$ cat src/rtl/tx_address_queue_pkg.sv
// tx_address_queue_pkg
// Shared definitions for the transmit address queue:
//   MAC_W_DEFAULT - default width of one MAC address field
//   tx_addr_t     - one queue entry {src, dst} at the default width
//   ptr_w_t/ptr_w - pointer width (index bits plus a wrap bit) for a given depth;
//                   the occupancy port uses the same width
package tx_address_queue_pkg;

  localparam int MAC_W_DEFAULT = 48;

  typedef struct packed {
    logic [MAC_W_DEFAULT-1:0] src;
    logic [MAC_W_DEFAULT-1:0] dst;
  } tx_addr_t;

  typedef int unsigned ptr_w_t;

  function automatic ptr_w_t ptr_w(input int unsigned depth);
    return ptr_w_t'($clog2(depth) + 1);
  endfunction

endpackage

$ cat src/rtl/tx_addr_ram.sv
// tx_addr_ram
// Address-pair storage for the transmit address queue: 2**AW words of DW bits,
// synchronous write, asynchronous read.
// Ports:
//   clk   - write clock
//   we    - write enable
//   waddr - write index
//   wdata - write word {src, dst}
//   raddr - read index
//   rdata - word at raddr (combinational)
module tx_addr_ram #(
  parameter int AW = 2,
  parameter int DW = 96
) (
  input  logic          clk,
  input  logic          we,
  input  logic [AW-1:0] waddr,
  input  logic [DW-1:0] wdata,
  input  logic [AW-1:0] raddr,
  output logic [DW-1:0] rdata
);

  logic [DW-1:0] r_mem [0:(1<<AW)-1];

  always_ff @(posedge clk) begin
    if (we) r_mem[waddr] <= wdata;
  end

  assign rdata = r_mem[raddr];

endmodule

$ cat src/rtl/tx_address_queue.sv
// tx_address_queue
// DEPTH-entry FIFO of {src, dst} MAC address pairs between the header builder
// and the transmit framer, with flush, occupancy, saturating overflow counter
// and first-word-fall-through registered head outputs.
// Optional feature macro: TX_ADDR_SRC_OVERRIDE_EN (stored src taken from
// local_src when src_ovr is high in the write cycle).
// Ports:
//   clk, rst            - clock, synchronous active-high reset
//   wr_valid/wr_ready   - write handshake (wr_ready = not full, registered)
//   wr_src, wr_dst      - address pair to enqueue
//   rd_valid/rd_ready   - read handshake for the head entry
//   rd_src, rd_dst      - registered head entry, held while rd_valid is low
//   flush               - discards all entries
//   count               - current occupancy
//   ovf_cnt             - saturating count of writes dropped while full
//   local_src, src_ovr  - source override (only with the macro)
module tx_address_queue
  import tx_address_queue_pkg::*;
#(
  parameter int MAC_W = MAC_W_DEFAULT,
  parameter int DEPTH = 4,
  parameter int CNT_W = 8
) (
  input  logic                     clk,
  input  logic                     rst,
  input  logic                     wr_valid,
  output logic                     wr_ready,
  input  logic [MAC_W-1:0]         wr_src,
  input  logic [MAC_W-1:0]         wr_dst,
  output logic                     rd_valid,
  input  logic                     rd_ready,
  output logic [MAC_W-1:0]         rd_src,
  output logic [MAC_W-1:0]         rd_dst,
  input  logic                     flush,
  output logic [ptr_w(DEPTH)-1:0]  count,
  output logic [CNT_W-1:0]         ovf_cnt,
  input  logic [MAC_W-1:0]         local_src,
  input  logic                     src_ovr
);

  localparam int AW = $clog2(DEPTH);
  localparam int PW = AW + 1;

  logic [PW-1:0]      r_wptr, r_rptr;
  logic               r_wr_ready, r_rd_valid;
  logic [MAC_W-1:0]   r_rd_src, r_rd_dst;
  logic [CNT_W-1:0]   r_ovf;

  logic               w_wr, w_pop, w_drop;
  logic [PW-1:0]      w_wptr_n, w_rptr_n, w_count_n;
  logic [MAC_W-1:0]   w_src;
  logic [2*MAC_W-1:0] w_wdata, w_rdata, w_head_n;

`ifdef TX_ADDR_SRC_OVERRIDE_EN
  assign w_src = src_ovr ? local_src : wr_src;
`else
  assign w_src = wr_src;
  logic w_unused_ovr;
  assign w_unused_ovr = ^{local_src, src_ovr};
`endif

  assign w_wr      = wr_valid && r_wr_ready;
  assign w_pop     = r_rd_valid && rd_ready;
  assign w_drop    = wr_valid && !r_wr_ready;
  assign w_wptr_n  = r_wptr + PW'(w_wr);
  assign w_rptr_n  = r_rptr + PW'(w_pop);
  assign w_count_n = w_wptr_n - w_rptr_n;
  assign w_wdata   = {w_src, wr_dst};

  // The RAM is read at the post-update read pointer so the head register
  // loads the entry that will be at the front after this edge.
  tx_addr_ram #(.AW(AW), .DW(2*MAC_W)) u_ram (
    .clk   (clk),
    .we    (w_wr),
    .waddr (r_wptr[AW-1:0]),
    .wdata (w_wdata),
    .raddr (w_rptr_n[AW-1:0]),
    .rdata (w_rdata)
  );

  // If the new head is the slot being written this cycle, the RAM does not
  // hold it yet, so take the incoming pair directly.
  assign w_head_n = (w_wr && (w_rptr_n == r_wptr)) ? w_wdata : w_rdata;

  always_ff @(posedge clk) begin
    if (rst) begin
      r_wptr     <= '0;
      r_rptr     <= '0;
      r_wr_ready <= 1'b1;
      r_rd_valid <= 1'b0;
      r_rd_src   <= '0;
      r_rd_dst   <= '0;
      r_ovf      <= '0;
    end else if (flush) begin
      r_wptr     <= '0;
      r_rptr     <= '0;
      r_wr_ready <= 1'b1;
      r_rd_valid <= 1'b0;
    end else begin
      r_wptr     <= w_wptr_n;
      r_rptr     <= w_rptr_n;
      r_wr_ready <= (w_count_n != PW'(DEPTH));
      r_rd_valid <= (w_count_n != '0);
      if (w_count_n != '0) {r_rd_src, r_rd_dst} <= w_head_n;
      if (w_drop && (r_ovf != '1)) r_ovf <= r_ovf + CNT_W'(1);
    end
  end

  assign wr_ready = r_wr_ready;
  assign rd_valid = r_rd_valid;
  assign rd_src   = r_rd_src;
  assign rd_dst   = r_rd_dst;
  assign count    = r_wptr - r_rptr;
  assign ovf_cnt  = r_ovf;

endmodule

$ cat config.mk
export PLATFORM = sky130hd
export DESIGN_NAME = tx_address_queue
export DESIGN_NICKNAME = d
export VERILOG_FILES = /design/src/rtl/tx_address_queue_pkg.sv /design/src/rtl/tx_addr_ram.sv /design/src/rtl/tx_address_queue.sv
export SDC_FILE = /design/constraint.sdc
export NUM_CORES = 1
export LEC_CHECK = 0
export CORE_AREA = 2 2 209 211
export CTS_CLUSTER_DIAMETER = 60
export DETAILED_ROUTE_END_ITERATION = 10
export DIE_AREA = 0 0 211 213
export PLACE_DENSITY = 0.79
export SYNTH_ARGS = -nofsm -noshare
export SYNTH_HDL_FRONTEND = slang
export SYNTH_SLANG_ARGS = --single-unit
$ cat constraint.sdc
create_clock -name clk -period 22.3 [get_ports clk]
set_clock_uncertainty 0.1 [all_clocks]
set_input_delay 2.23 -clock clk [delete_from_list [all_inputs] [get_ports clk]]
set_output_delay 2.23 -clock clk [all_outputs]
set_load 0.01 [all_outputs]
# Word level (Yosys, flattened, before mapping)
# Memories as Yosys holds them, arrays and structs flattened.
# Cells that the tools add are included.
[totals]
elab_cells = 30
mem_bits_rw = 384
ff_bits = 112
output_inout_bits = 109
inputBits = 150
n_memories = 1
[classes]
eq_ne = 3
n_reduce_logical = 10
add_sub_neg = 5
n_mux = 3
n_bitwise = 1
[memory_table]
columns = ["name", "words", "word_bits", "rd", "rd_ports_with_merged_regs", "write_ports", "line_no", "rtl"]
rows = [
  ["u_ram.r_mem", 4, 96, 1, 0, 1, "tx_addr_ram.sv:23", "logic [DW-1:0] r_mem [0:(1<<AW)-1];"],
]
[ops]
columns = ["cell", "count"]
rows = [
  ["96-bit 2-to-1 mux", 1],
  ["8-bit by 1-bit adder with 8-bit output, second input constant", 1],
  ["8-bit inequality test, second input constant", 1],
  ["3-bit by 1-bit adder with 3-bit output", 2],
  ["3-bit subtractor", 2],
  ["1-bit logical AND", 5],
  ["2-bit AND reduction", 2],
  ["3-bit == test", 1],
  ["3-bit inequality test, second input constant", 1],
  ["3-bit nonzero test", 1],
  ["1-bit 2-to-1 mux", 2],
  ["2-bit OR reduction", 1],
  ["1-bit logical NOT", 1],
  ["1-bit inverter", 1],
]

# Longest topological paths before layout
# Gate-level depths: netlist (run 1).
[logic_depth]
depth_word = 5
mapped_depth = 15
mapped_depth_nobuf = 10

# Modules after synthesis
# A second synthesis (run 1) with hierarchy kept.
[hier_totals]
hier_cells = 1135
area_unflattened_um2 = 19954.1
[by_module_without_submodules]
columns = ["module", "area_per_inst_um2", "instances", "cells_each"]
rows = [
  ["tx_addr_ram", 13889.6, 1, 506],
  ["tx_address_queue", 6064.6, 1, 629],
]

# Least setup slack after synthesis (run 1)
# OpenSTA, ideal clock, no wires.
[synth_path]
path_kind = "input to register"
startpoint = "input wr_valid"
endpoint = "memory u_ram.r_mem[2][0] (enable)"
n_path_buf = 0
t_required_ns = 21.531
slack_ns = 12.632
arrival_ns = 8.899
path_stages = 2
cell_sequence = "nand2_1 > nor3_1"
[synth_via]
elab_chain_cells = 3
[synth_rtl]
columns = ["item", "line_no", "rtl"]
rows = [
  ["start, declared", "tx_address_queue.sv:26", "input logic wr_valid,"],
  ["1-bit logical AND", "tx_address_queue.sv:62", "assign w_wr = wr_valid && r_wr_ready;"],
  ["1-bit 2-to-1 mux", "tx_addr_ram.sv:26", "if (we) r_mem[waddr] <= wdata;"],
  ["1-bit 2-to-1 mux (not written as such)", "tx_addr_ram.sv:26", ""],
  ["end, declared", "tx_addr_ram.sv:23", ""],
]
# Every way passes these cells.

# Final worst setup path (run 1)
[layout_path]
startpoint = "input rd_ready"
endpoint = "register r_rd_src[39] (netlist: rd_src[39])"
[layout_via]
elab_chain_cells = 5
elab_cells_between_ends = 9
[layout_rtl]
columns = ["item", "line_no", "rtl"]
rows = [
  ["start, declared", "tx_address_queue.sv:31", "input logic rd_ready,"],
  ["1-bit logical AND (*)", "tx_address_queue.sv:63", "assign w_pop = r_rd_valid && rd_ready;"],
  ["3-bit by 1-bit adder with 3-bit output (*)", "tx_address_queue.sv:66", "assign w_rptr_n = r_rptr + PW'(w_pop);"],
  ["via u_ram.raddr[1]", "tx_addr_ram.sv:19", "input logic [AW-1:0] raddr,"],
  ["3-bit subtractor or 3-bit == test (tied branches)", "tx_address_queue.sv:67, tx_address_queue.sv:83", ""],
  ["3-bit nonzero test or 1-bit logical AND (tied branches)", "tx_address_queue.sv:104, tx_address_queue.sv:83", ""],
  ["2-bit AND reduction (no source line) or 96-bit 2-to-1 mux (tied branches)", "-", ""],
  ["end signal, assigned", "tx_address_queue.sv:104", "if (w_count_n != '0) {r_rd_src, r_rd_dst} <= w_head_n;"],
  ["end, declared", "tx_address_queue.sv:46", "logic [MAC_W-1:0] r_rd_src, r_rd_dst;"],
]
# Mark *: on every way through the listed nets, which the timed path passes. The rest lies on a longest branch.
# A chain may end at the register's enable or synchronous reset.

==> flow_metrics.env, run 1 <==
export IMPL_clockBufferDepth=3
export IMPL_clk_latency_ps=570
export IMPL_die_y_um=213
export IMPL_cts_buffers=52
export IMPL_hpwl_mm=22.8
export IMPL_drc=0
export IMPL_ios=259
export IMPL_cpPeakStageDelay_ps=800
export IMPL_drt_initial_drc_count=777
export IMPL_hold_buffers=0
export IMPL_power_total_uw=2160
export IMPL_cp_max_fo=57
export IMPL_ctsResizeCount=0
export IMPL_row_count=76
export IMPL_layout_nets=1487
export IMPL_die_area_um2=44900
export IMPL_fin_setup_tns_ps=0
export IMPL_ys_ff_latch=496
export IMPL_ys_async_sr_fraction_pct=0
export IMPL_ys_flop_type="edfxtp_1"
export IMPL_syn_to_final_growth_pct=21.7
export IMPL_first_pass_iters=5
export IMPL_crit_type="in -> reg"
export IMPL_clk_pin_slew_ps=60
export IMPL_drt_vias_per_instance=5.49
export IMPL_synth_nets=1282
export IMPL_port_buffers=209
export IMPL_grt_overflow_total=0
export IMPL_grt_pass1_wl_mm=63.0
export IMPL_final_max_slew_viol_count=0
export IMPL_tightest_slew_ps=1050
export IMPL_detail_route_wirelength_mm=41.0
export IMPL_cts_setup_buffers=0
export IMPL_critPathCaptureType="flop"
export IMPL_setup_violations=0
export IMPL_relSlewSlack_pct=29.9
export IMPL_cap_violations=0
export IMPL_rsz0062_at_grt="false"
export IMPL_peakVddDrop_uv=64.5
export IMPL_ant_nets=0
export IMPL_grt_pass1_vias=10942
export IMPL_die_w_um=211
export IMPL_yosysUniqueCellTypes=33
export IMPL_syn_inst=1123
export IMPL_synth_edf_count=384
export IMPL_routedWlPerCell_um=21.4
export IMPL_h_tree_depth=2
export IMPL_p_leak_uw=0.00767
export IMPL_crit_required_ps=22670
export IMPL_cts_tree="done"
export IMPL_status="completed"
export IMPL_period_share_pct=29.0
export IMPL_crit_buf_inv=4
export IMPL_root_buffer="clkbuf_16"
export IMPL_synth_area_um2=19500
export IMPL_path_cells="clkdlybuf4s50_1 -> and2_1 -> ha_4 -> ha_4 -> inv_1 -> ha_1 -> nand2b_1 -> xnor3_1 -> o21ba_4 -> buf_4 -> buf_4 -> nor2_1 -> a311oi_2"
export IMPL_cts_sinks=496
export IMPL_grt_usage_pct=18.5
export IMPL_hold_viol_final=0
export IMPL_place_congestion=0.695
export IMPL_grt_max_degree=69
export IMPL_hp_class="reg -> reg"
export IMPL_crit_family="buffers and inverters"
export IMPL_avgSynthCellArea_um2=17.3
export IMPL_synth_warning_count=0
export IMPL_powerDensity_nw_per_um2=91.3
export IMPL_start_util_pct=45.6
export IMPL_yosysSeqAreaShare_pct=70.8
export IMPL_drive_above_1_share_pct=21.8
export IMPL_arrival_ps=6840
export IMPL_slowest_stage="ha_4"
export IMPL_fin_crit_ps=6470
export IMPL_fmax_mhz=155
export IMPL_critPathLaunchType="input pin"
export IMPL_vias=10527
export IMPL_coreArea_um2=42700
export IMPL_antenna_found_initial=1
metal layers:
metal  GRT usage [%]  vias up  share of wire, %
met3            5.44       46               7.2
li1                -     4778                 -
met4            4.13        2               1.3
met5               0        -             0.032
met1            24.0     5402                42
met2            31.0      299                49
metrics by stage:
stage          hold WS, ps  cells  cell area (µm²)  util (%)  setup WS, ps
6_report               406   1917            23700      55.4         15830
5_1_grt                427   1916            23700      55.4         15550
4_1_cts                408   1916            23700      55.4         15780
3_5_place_dp           396   1820            21900      51.4         15130
3_3_place_gp           387   1820            21900      51.4         15200
2_1_floorplan          418   1123            19500         -         12630
cells by family (layout without fill, tap and decap cells):
logic type	count (synthesis)	count (layout)	share of synthesized area, %
DFF	496	496	70.8
and+or+nand+nor	324	324	6.59
AOI/OAI and AO/OA	99	99	7.33
muxes	97	97	11.2
buffers and inverters	83	330	2.68
xor gates and xnor gates	15	15	0.823
adders and majority gates	9	9	0.617
other	0	1	0
flip-flops by register name, indices dropped and copies added (netlist names):
signal and count:
u_ram.r_mem 384, rd_dst 48, rd_src 48, ovf_cnt 8, r_rptr 3, r_wptr 3
rd_valid 1, wr_ready 1
synthesized netlist by cell type, types with 2 or more instances:
cell type  instances  share of area [%]
mux4_2            96                 11
buf_2             20               0.51
xnor2_1            5               0.23
edfxtp_1         384                 59
buf_6             24                1.4
a311oi_1           8               0.36
nor2_1           105                2.0
ha_1               8               0.51
and2_1             3              0.096
nand3_1            2              0.051
xor2_1             7               0.32
a311oi_2          89                6.9
clkbuf_1          30               0.58
nor3_1             8               0.21
nand4_1            3              0.096
nand2_1          196                3.8
inv_1              7               0.14
dfxtp_1          112                 12
xnor2_2            2               0.17
path summary, 6_finish.rpt:
path                                               from                 endpoint  slack [ps]  cells after the start
worst min register to register  rd_dst[40]$_SDFFE_PP0P_  rd_dst[40]$_SDFFE_PP0P_         410                      2
worst min-delay path            rd_dst[40]$_SDFFE_PP0P_  rd_dst[40]$_SDFFE_PP0P_         410                      2
worst max-delay path                           rd_ready  rd_src[39]$_SDFFE_PP0P_       15830                     13
worst max register to register      rd_valid$_SDFF_PP0_  rd_src[39]$_SDFFE_PP0P_       17560                     12
cells in the final DEF, fill, tap and decap left out, types with 4 or more instances in the layout:
master,instances
clkinv_2,13
nand2_1,196
xnor2_1,5
edfxtp_1,384
xor2_1,7
clkbuf_16,53
mux4_2,96
a311oi_2,89
nor3_1,4
nor3_2,4
clkbuf_8,5
bufinv_16,6
clkbuf_1,9
clkinv_1,5
inv_1,7
clkdlybuf4s50_1,208
buf_4,18
dfxtp_1,112
a311oi_1,8
nor2_1,105
ha_1,6
area by class of cell:
type                            count  area (µm²)
Sequential cell                   496       13800
Clock buffer                       67        1430
Multi-Input combinational cell    544        5220
Antenna cell                        1        2.50
Fill cell                        3334       19000
Tap cell                          546         683
Timing Repair Buffer              227        2230
Clock inverter                     29         309
Inverter                            7        26.3
worst register-to-register path, delay by kind of cell, from the launching register on:
kind | cells | cell delay (ps)
fa+ha+maj | 3 | 1220
xor+xnor | 1 | 320
compound gates | 2 | 780
flops | 1 | 310
simple gates | 3 | 510
buf+inv | 3 | 1400
report_power, final:
part | internal [µW] | switching [µW]
registers | 1040 | 16.2
clock network | 523 | 344
logic | 111 | 129
total | 1670 | 489
Note: power is estimated with default switching activity, not from simulation.
==> inputs of run 2 (changes only) <==
--- a/config.mk
+++ b/config.mk
@@ -9,7 +9,7 @@
 export CTS_CLUSTER_DIAMETER = 60
 export DETAILED_ROUTE_END_ITERATION = 10
 export DIE_AREA = 0 0 211 213
-export PLACE_DENSITY = 0.79
+export PLACE_DENSITY = 0.82
 export SYNTH_ARGS = -nofsm -noshare
 export SYNTH_HDL_FRONTEND = slang
 export SYNTH_SLANG_ARGS = --single-unit
==> constraint.sdc (replaced) <==
create_clock -name clk -period 5.5 [get_ports clk]
set_clock_uncertainty 0.1 [all_clocks]
set_input_delay 0.55 -clock clk [delete_from_list [all_inputs] [get_ports clk]]
set_output_delay 0.55 -clock clk [all_outputs]
set_load 0.01 [all_outputs]
==> run 2 against run 1 <==
Utilization increased by 0.085 points; critical path type unchanged; setup slack lost 14000 ps; routed wire length grew 1.5%; count of clock-buffer cells in the layout rose by 5; die area unchanged; clock power grew to 4.0 times the previous value; largest power group unchanged; total power rose to 4.0 times the previous value; first-iteration DRC count shrank 4.1%; via count increased by 0.71%.
==> flow_metrics.env, run 2 (same netlist as run 1, synthesis figures left out) <==
export IMPL_power_total_uw=8700
export IMPL_cap_violations=0
export IMPL_ant_nets=0
export IMPL_r2r_start="rd_valid$_SDFF_PP0_"
export IMPL_clk_latency_ps=570
export IMPL_arrival_ps=4100
export IMPL_ios=259
export IMPL_cpPeakStageDelay_ps=620
export IMPL_largest_reg_flops=384
export IMPL_numPlacedInstances=1820
export IMPL_final_cell_mix="384 x edfxtp_1, 208 x clkdlybuf4s50_1, 196 x nand2_1"
export IMPL_first_pass_iters=5
export IMPL_layout_nets=1485
export IMPL_drt_initial_drc_count=745
export IMPL_regMostFlops="u_ram.r_mem"
export IMPL_r2r_cells=11
export IMPL_hold_buffers=0
export IMPL_root_buffer="clkbuf_16"
export IMPL_antenna_found_initial=1
export IMPL_rrSetupSlack_ps=1820
export IMPL_powerDensity_nw_per_um2=367
export IMPL_vias=10602
export IMPL_fin_ws_ps=1770
export IMPL_cp_max_fo=44
export IMPL_final_cell_count_no_fill=1914
export IMPL_final_common_cell="edfxtp_1"
export IMPL_die_w_um=211
export IMPL_hp_start="rd_dst[36]$_SDFFE_PP0P_"
export IMPL_post_dp_cell_area_um2=22000
export IMPL_detail_route_wirelength_mm=41.6
export IMPL_h_tree_depth=2
export IMPL_clockBufferDepth=3
export IMPL_syn_to_final_growth_pct=21.8
export IMPL_row_count=76
export IMPL_ctsResizeCount=0
export IMPL_fin_util_pct=55.5
export IMPL_path_cells="clkdlybuf4s50_1 -> and2_1 -> ha_4 -> ha_4 -> inv_1 -> ha_1 -> nand2b_1 -> xnor3_1 -> o21ba_4 -> buf_12 -> nor2_1 -> a311oi_2"
export IMPL_grt_max_degree=96
export IMPL_tightest_slew_ps=1080
export IMPL_fin_crit_ps=3730
export IMPL_grt_overflow_total=0
export IMPL_crit_type="in -> reg"
export IMPL_drive_above_1_share_pct=21.6
export IMPL_place_congestion=0.729
export IMPL_critPathMostFrequentCell="ha_4"
export IMPL_critPathLaunchType="input pin"
export IMPL_crit_end="rd_dst[27]$_SDFFE_PP0P_"
export IMPL_grt_pass1_wl_mm=63.6
export IMPL_port_buffers=209
export IMPL_hpwl_mm=22.8
export IMPL_dpl_worst_slack_ps=1140
export IMPL_crit_required_ps=5870
export IMPL_crit_family="adder cells"
export IMPL_cp_depth=12
export IMPL_grt_usage_pct=18.6
export IMPL_setup_violations=0
export IMPL_fill_cells=3273
export IMPL_drt_vias_per_instance=5.54
export IMPL_p_leak_uw=0.00766
export IMPL_final_max_slew_viol_count=0
export IMPL_n_antenna_cell=0
export IMPL_cts_setup_buffers=0
export IMPL_crit_buf_inv=3
export IMPL_status="completed"
export IMPL_rsz0062_at_grt="false"
export IMPL_drc=0
export IMPL_slowest_stage="ha_4"
export IMPL_critPathCaptureType="flop"
export IMPL_grt_pass1_vias=10988
export IMPL_cts_sinks=496
export IMPL_fin_area_um2=23700
export IMPL_fmax_mhz=268
export IMPL_hold_viol_final=0
export IMPL_relSlewSlack_pct=27.9
export IMPL_peakVddDrop_uv=262
export IMPL_crit_reg2reg_capture="rd_dst[27]$_SDFFE_PP0P_"
export IMPL_coreArea_um2=42700
export IMPL_die_area_um2=44900
export IMPL_cts_tree="done"
export IMPL_clk_pin_slew_ps=60
export IMPL_hp_class="reg -> reg"
export IMPL_crit_path_start="rd_ready"
export IMPL_die_y_um=213
export IMPL_cts_buffers=50
export IMPL_start_util_pct=45.6
export IMPL_period_share_pct=67.9
export IMPL_routedWlPerCell_um=21.8
[run 2: changes by cell type in the layout (fill, tap and decap cells not counted), sizes merged]
cell / change
inv: -2
clkinv: -5
clkbuf: +5
diode: -1
bufinv: -2
clkinvlp: +2
[run 2: final cells by class]
cell class	instances	area, µm²	area share, %
Clock buffer	72	1460	6.15
Timing Repair Buffer	227	2320	9.77
Multi-Input combinational cell	544	5220	22.0
Clock inverter	22	230	0.971
Tap cell	546	683	2.88
Sequential cell	496	13800	58.1
Inverter	7	26.3	0.111
[run 2: power breakdown]
part           internal, µW  switching [µW]  total, µW
clock network          2040            1390       3440
registers              4210            66.3       4270
logic                   463             528        991
[run 2: stage by stage]
step	TNS (ps)	hold WS, ps
after floorplan	-955260	418
after detailed placement	0	398
after global routing	0	422
after CTS	0	404
final	0	400
after global placement	0	388
[run 2: worst min-delay path: cells and delay by family (launching register included)]
kind / cells / cell delay, ps
flip-flops: 1 / 310
AND/OR/NAND/NOR: 1 / 100
AO/OA/AOI/OAI: 1 / 50
[run 2: how the worst min path moves through the flow]
stage	depth (start not counted)	to	slack, ps
3_5_place_dp	2	rd_dst[40]$_SDFFE_PP0P_	400
5_1_grt	2	rd_dst[39]$_SDFFE_PP0P_	420
4_1_cts	2	rd_dst[36]$_SDFFE_PP0P_	400
6_report	2	rd_dst[36]$_SDFFE_PP0P_	400
2_1_floorplan	2	rd_dst[35]$_SDFFE_PP0P_	420
3_3_place_gp	2	rd_dst[41]$_SDFFE_PP0P_	390
[run 2: per-layer routing]
layer / GRT usage, % / routed length (µm) / vias to the layer above
li1: - / - / 4781
met1: 24.5 / 17700 / 5425
met2: 31.1 / 20400 / 344
met3: 4.87 / 2940 / 50
met4: 4.57 / 670 / 2
met5: 0 / 13 / -
